--- config.mk ---
export PLATFORM = sky130hd
export DESIGN_NAME = pipe_stage_reg
export DESIGN_NICKNAME = d
export VERILOG_FILES = /design/src/rtl/pipe_stage_reg_pkg.sv /design/src/rtl/pipe_stage_reg_slot.sv /design/src/rtl/pipe_stage_reg.sv
export SDC_FILE = /design/constraint.sdc
export NUM_CORES = 1
export LEC_CHECK = 0
export CORE_UTILIZATION = 39
export CTS_CLUSTER_SIZE = 20
export DETAILED_ROUTE_END_ITERATION = 10
export MAX_ROUTING_LAYER = met4
export PLACE_DENSITY = 0.81
export SYNTH_ARGS = -nofsm -noshare
export SYNTH_HDL_FRONTEND = slang
export SYNTH_SLANG_ARGS = --single-unit
--- constraint.sdc ---
create_clock -name clk -period 6.2 [get_ports clk]
set_clock_uncertainty 0.05 [all_clocks]
set_input_delay 1.24 -clock clk [delete_from_list [all_inputs] [get_ports clk]]
set_output_delay 1.24 -clock clk [all_outputs]
set_load 0.03 [all_outputs]
--- src/rtl/pipe_stage_reg_pkg.sv ---
// ============================================================================
// pipe_stage_reg_pkg : shared payload layouts for the pipeline boundary registers
// Revision: 1.0
// ============================================================================
`default_nettype none

package pipe_stage_reg_pkg;

    localparam int XLEN       = 32;
    localparam int REG_IDX_W  = 5;
    localparam int SHIFT_OP_W = 12;
    localparam int STATUS_W   = 4;
    localparam int CTRL_W     = 8;
    localparam int EX_CMD_W   = 4;

    typedef enum logic [EX_CMD_W-1:0] {
        EX_NOP = 4'd0,
        EX_ADD = 4'd1,
        EX_SUB = 4'd2,
        EX_AND = 4'd3,
        EX_ORR = 4'd4,
        EX_EOR = 4'd5,
        EX_MOV = 4'd6,
        EX_CMP = 4'd7,
        EX_LDR = 4'd8,
        EX_STR = 4'd9,
        EX_BR  = 4'd10
    } ex_cmd_e;

    typedef struct packed {
        logic [XLEN-1:0] pc;
        logic [XLEN-1:0] instr;
    } if_id_t;

    // First member sits at the MSB end; the *_LSB offsets below follow that order.
    typedef struct packed {
        logic [XLEN-1:0]       pc;
        logic [XLEN-1:0]       instr;
        logic [REG_IDX_W-1:0]  dst;
        logic [XLEN-1:0]       op_a;
        logic [XLEN-1:0]       op_b;
        logic [XLEN-1:0]       imm;
        logic [SHIFT_OP_W-1:0] shift_op;
        ex_cmd_e               cmd;
        logic [STATUS_W-1:0]   status;
        logic [CTRL_W-1:0]     ctrl;
    } id_ex_t;

    typedef struct packed {
        logic [XLEN-1:0]      pc;
        logic [XLEN-1:0]      result;
        logic [XLEN-1:0]      store_data;
        logic [REG_IDX_W-1:0] dst;
        logic [STATUS_W-1:0]  status;
        logic [CTRL_W-1:0]    ctrl;
    } ex_mem_t;

    localparam int IF_ID_W  = $bits(if_id_t);
    localparam int ID_EX_W  = $bits(id_ex_t);
    localparam int EX_MEM_W = $bits(ex_mem_t);

    localparam int ID_EX_CTRL_LSB   = 0;
    localparam int ID_EX_STATUS_LSB = ID_EX_CTRL_LSB + CTRL_W;
    localparam int ID_EX_CMD_LSB    = ID_EX_STATUS_LSB + STATUS_W;
    localparam int ID_EX_SHIFT_LSB  = ID_EX_CMD_LSB + EX_CMD_W;
    localparam int ID_EX_IMM_LSB    = ID_EX_SHIFT_LSB + SHIFT_OP_W;
    localparam int ID_EX_OPB_LSB    = ID_EX_IMM_LSB + XLEN;
    localparam int ID_EX_OPA_LSB    = ID_EX_OPB_LSB + XLEN;
    localparam int ID_EX_DST_LSB    = ID_EX_OPA_LSB + XLEN;
    localparam int ID_EX_INSTR_LSB  = ID_EX_DST_LSB + REG_IDX_W;
    localparam int ID_EX_PC_LSB     = ID_EX_INSTR_LSB + XLEN;

    function automatic id_ex_t id_ex_unpack(input logic [ID_EX_W-1:0] raw);
        return id_ex_t'(raw);
    endfunction

endpackage

`default_nettype wire

--- src/rtl/pipe_stage_reg_slot.sv ---
// ============================================================================
// pipe_slot : one valid/ready pipeline slot; PIPE_SKID_EN adds a skid register
// Revision: 1.0
// ============================================================================
`default_nettype none

module pipe_slot
    import pipe_stage_reg_pkg::*;
#(
    parameter int DATA_W = 128
) (
    input  logic              clk,
    input  logic              rst,
    input  logic              flush,
    input  logic              up_valid,
    input  logic [DATA_W-1:0] up_data,
    output logic              up_ready,
    output logic              dn_valid,
    output logic [DATA_W-1:0] dn_data,
    input  logic              dn_ready
);

    logic              main_valid;
    logic [DATA_W-1:0] main_data;

`ifdef PIPE_SKID_EN
    logic              skid_valid;
    logic [DATA_W-1:0] skid_data;
    logic              accept;
    logic              main_open;

    // Ready comes straight from a flop, so out_ready never reaches in_ready.
    assign up_ready  = !skid_valid;
    assign accept    = up_valid && !skid_valid;
    assign main_open = !main_valid || dn_ready;

    always_ff @(posedge clk or posedge rst) begin
        if (rst) begin
            main_valid <= 1'b0;
            main_data  <= '0;
            skid_valid <= 1'b0;
            skid_data  <= '0;
        end else if (flush) begin
            main_valid <= 1'b0;
            skid_valid <= 1'b0;
        end else if (main_open) begin
            if (skid_valid) begin
                main_data  <= skid_data;
                main_valid <= 1'b1;
                skid_valid <= 1'b0;
            end else begin
                main_valid <= accept;
                if (accept) begin
                    main_data <= up_data;
                end
            end
        end else if (accept) begin
            skid_data  <= up_data;
            skid_valid <= 1'b1;
        end
    end
`else
    assign up_ready = !main_valid || dn_ready;

    always_ff @(posedge clk or posedge rst) begin
        if (rst) begin
            main_valid <= 1'b0;
            main_data  <= '0;
        end else if (flush) begin
            main_valid <= 1'b0;
        end else if (up_ready) begin
            main_valid <= up_valid;
            if (up_valid) begin
                main_data <= up_data;
            end
        end
    end
`endif

    assign dn_valid = main_valid;
    assign dn_data  = main_data;

endmodule

`default_nettype wire

--- src/rtl/pipe_stage_reg.sv ---
// ============================================================================
// pipe_stage_reg : STAGES cascaded valid/ready slots with flush and occupancy
// Optional: define PIPE_SKID_EN for a registered-ready skid buffer per slot.
// Revision: 1.0
// ============================================================================
`default_nettype none

module pipe_stage_reg
    import pipe_stage_reg_pkg::*;
#(
    parameter int DATA_W = 128,
    parameter int STAGES = 1
) (
    input  logic                             clk,
    input  logic                             rst,
    input  logic                             flush,
    input  logic                             in_valid,
    output logic                             in_ready,
    input  logic [DATA_W-1:0]                in_data,
    output logic                             out_valid,
    input  logic                             out_ready,
    output logic [DATA_W-1:0]                out_data,
    output logic [$clog2(2*STAGES+1)-1:0]    occupancy
);

    localparam int OCC_W = $clog2(2*STAGES+1);
    localparam logic [OCC_W-1:0] OCC_ONE = OCC_W'(1);

    if (STAGES < 1) begin : g_bad_stages
        $error("pipe_stage_reg: STAGES must be >= 1");
    end
    if (DATA_W < 1) begin : g_bad_width
        $error("pipe_stage_reg: DATA_W must be >= 1");
    end

    // Per-slot scopes keep each ready/valid link a separate net, so the
    // backward ready chain is not seen as a self-loop on one vector.
    for (genvar i = 0; i < STAGES; i++) begin : g_slot
        logic              up_valid;
        logic              up_ready;
        logic [DATA_W-1:0] up_data;
        logic              dn_valid;
        logic              dn_ready;
        logic [DATA_W-1:0] dn_data;

        if (i == 0) begin : g_head
            assign up_valid = in_valid;
            assign up_data  = in_data;
        end else begin : g_link
            assign up_valid = g_slot[i-1].dn_valid;
            assign up_data  = g_slot[i-1].dn_data;
        end

        if (i == STAGES - 1) begin : g_tail
            assign dn_ready = out_ready;
        end else begin : g_chain
            assign dn_ready = g_slot[i+1].up_ready;
        end

        pipe_slot #(
            .DATA_W (DATA_W)
        ) u_slot (
            .clk      (clk),
            .rst      (rst),
            .flush    (flush),
            .up_valid (up_valid),
            .up_data  (up_data),
            .up_ready (up_ready),
            .dn_valid (dn_valid),
            .dn_data  (dn_data),
            .dn_ready (dn_ready)
        );
    end

    assign in_ready  = g_slot[0].up_ready;
    assign out_valid = g_slot[STAGES-1].dn_valid;
    assign out_data  = g_slot[STAGES-1].dn_data;

    logic in_xfer;
    logic out_xfer;

    assign in_xfer  = in_valid && in_ready;
    assign out_xfer = out_valid && out_ready;

    always_ff @(posedge clk or posedge rst) begin
        if (rst) begin
            occupancy <= '0;
        end else if (flush) begin
            occupancy <= '0;
        end else if (in_xfer && !out_xfer) begin
            occupancy <= occupancy + OCC_ONE;
        end else if (out_xfer && !in_xfer) begin
            occupancy <= occupancy - OCC_ONE;
        end
    end

endmodule

`default_nettype wire
==> out/metrics.yaml <==
drt-wirelength-per-cell_um: 16.2
finalSetupViolations: 0
syn_inst: 288
whs_ps: 452
arrival_ps: 2540
hold_viol: 0
drive_above_1_share_pct: 28.6
nets: 693
met2_length_mm: 6.11
tightest_slew_ps: 916
pre_cts_slack_ps: 2370
dp.cells: 713
fp.dieH_um: 116
syn_area_um2: 5040
overflow: 0
power_density_nw_per_um2: 350
max_freq_mhz: 261
hpwlAfterDp_mm: 8.70
core_region_area_um2: 12600
final_cells: 742
post_cts_buffers: 0
period_minus_slack_ps: 3830
dr.max_layer_used: "met4"
syn2layout_area_growth_pct: 64.5
crit_required_ps: 4910
worst_setup_path_end_kind: "primary output"
dr_wl_met3_mm: 1.05
die_w_um: 116
ys_seq_area_share_pct: 65.1
rsz0062_at_grt: "no"
setup.worst_path.start_class: "primary input"
crit_fanout: 3
synth_nets: 421
fillers: 967
port_buffers: 264
worstSetupPathType: "in -> out"
intPower_mw: 2.05
vdd_drop_max_mv: 0.222
cts-root-buf: "clkbuf_16"
swShare_pct: 29.4
r2r_slack_ps: 4190
clkSlewWorstSetupHoldPaths_ps: 50
drc: 0
antenna_left: 0
antenna_cells: 0
ys_warn_count: 0
seq_area_um2: 3280
first_iter_violations: 106
p_leak_nw: 3.40
io_pins: 265
dr.pass1.iters: 4
via_per_inst: 4.63
grt_pass1_wl_mm: 18.2
grt_usage_pct: 18.8
holdBufCountCts: 0
clkPwrFrac_pct: 32.5
multi_input_area_um2: 1550
slew_headroom_pct: 38.9
ys_types: 15
grt_pass1_vias: 3697
synth.avg_cell_area_um2: 17.5
cts-buffers-inserted: 17
power.switching_mw: 0.854
setup_slack_ps: 2370
drv_cap: 0
setup_tns_ps: 0
dr_total_vias: 3438
gp_congestion: 0.722
cts_buffer_depth: 2
cts_resized: 0
initial_utilization_pct: 39.9
htreeDepth: 4
rows: 41
cts.sinks: 131
layout_common_cells: "clkdlybuf4s50_1, dfrtp_1, mux2_2"
clock_latency_ps: 400
wirelength_mm: 12.0
grt_max_degree: 129
drt-met1-wl_mm: 4.49
combPwrFrac_pct: 30.5
status: "complete, no violations"
antenna_found_initial: 0
holdCritPathClass: "reg -> reg"
finalMaxSlewViolations: 0
seq_power_share_pct: 37.0
finalCritPeriodShare_pct: 61.8
ys_seq_elements: 131
dieArea_um2: 13400
cts_tree: "yes"
layout_commonest_cell: "clkdlybuf4s50_1"
## kinds of logic after synthesis
| kind of cell | Yosys count | share of synthesized area (%) |
|---|---|---|
| compound gates | 1 | 0.149 |
| buf+inv | 16 | 4.17 |
| flops | 131 | 65.1 |
| mux | 130 | 29.0 |
| simple gates | 10 | 1.56 |
## layout make-up
cell class / count / share of cell area [%]
clock buffers: 23 / 5.77
clock inverters: 6 / 0.966
inverters: 2 / 0.121
multi-input cells: 141 / 18.7
flip-flops and latches: 131 / 39.6
well taps: 172 / 2.60
repair buffers: 267 / 32.3
## sequential cells by signal, indices dropped and copies added (netlist names)
signal / flops
g_slot.u_slot.dn_data: 128
occupancy: 2
g_slot.u_slot.dn_valid: 1
## Yosys cell counts
library cell  count  area (µm²)
and2b_2           1        8.76
and3b_2           1        10.0
buf_12            2        40.0
buf_6             1        11.3
clkbuf_8         11         151
dfrtp_1         131        3280
inv_1             2        7.51
mux2_2          129        1450
mux2i_1           1        10.0
nor2_1            3        11.3
nor2b_1           1        6.26
nor2b_4           1        13.8
nor3_1            2        10.0
nor3b_4           1        18.8
o21a_1            1        7.51
## per-layer routing
layer,GRT usage (%),vias to the layer above
met5,-,-
li1,-,1561
met1,20.0,1677
met4,9.74,0
met2,31.1,172
met3,6.59,28
## worst max-delay path, stage by stage
cell,delay [ps]
clkdlybuf4s50_1,520
nor2b_4,70
inv_1,50
clkdlybuf4s50_1,660
## final timing paths
kind                                                    from                             to  cells after the start
worst max-delay path                               out_ready                       in_ready                      4
worst min-delay path            g_slot[0].u_slot.dn_data[49]   g_slot[0].u_slot.dn_data[49]                      1
max in group asynchronous                                rst  g_slot[0].u_slot.dn_data[105]                      3
worst max register to register     g_slot[0].u_slot.dn_valid    g_slot[0].u_slot.dn_data[7]                      4
worst min register to register  g_slot[0].u_slot.dn_data[49]   g_slot[0].u_slot.dn_data[49]                      1
min in group asynchronous                                rst  g_slot[0].u_slot.dn_data[126]                      3
## per-stage QoR
stage	area [µm²]	power (mW)	util [%]
final	8290	2.90	65.7
after CTS	8290	2.94	65.7
after global routing	8290	3.02	65.7
after global placement	7730	1.96	61.3
after floorplan	5040	1.56	-
after detailed placement	7730	1.98	61.3
## power groups by stage
| stage | clock network, mW | logic (mW) | registers [mW] |
|---|---|---|---|
| after CTS | 0.966 | 0.894 | 1.08 |
| after floorplan | 0 | 0.181 | 1.38 |
| final | 0.942 | 0.886 | 1.07 |
| after global routing | 1.00 | 0.927 | 1.09 |
| after global placement | 0 | 0.879 | 1.08 |
| after detailed placement | 0 | 0.891 | 1.09 |
No activity file was read; power rests on OpenSTA's default activity.
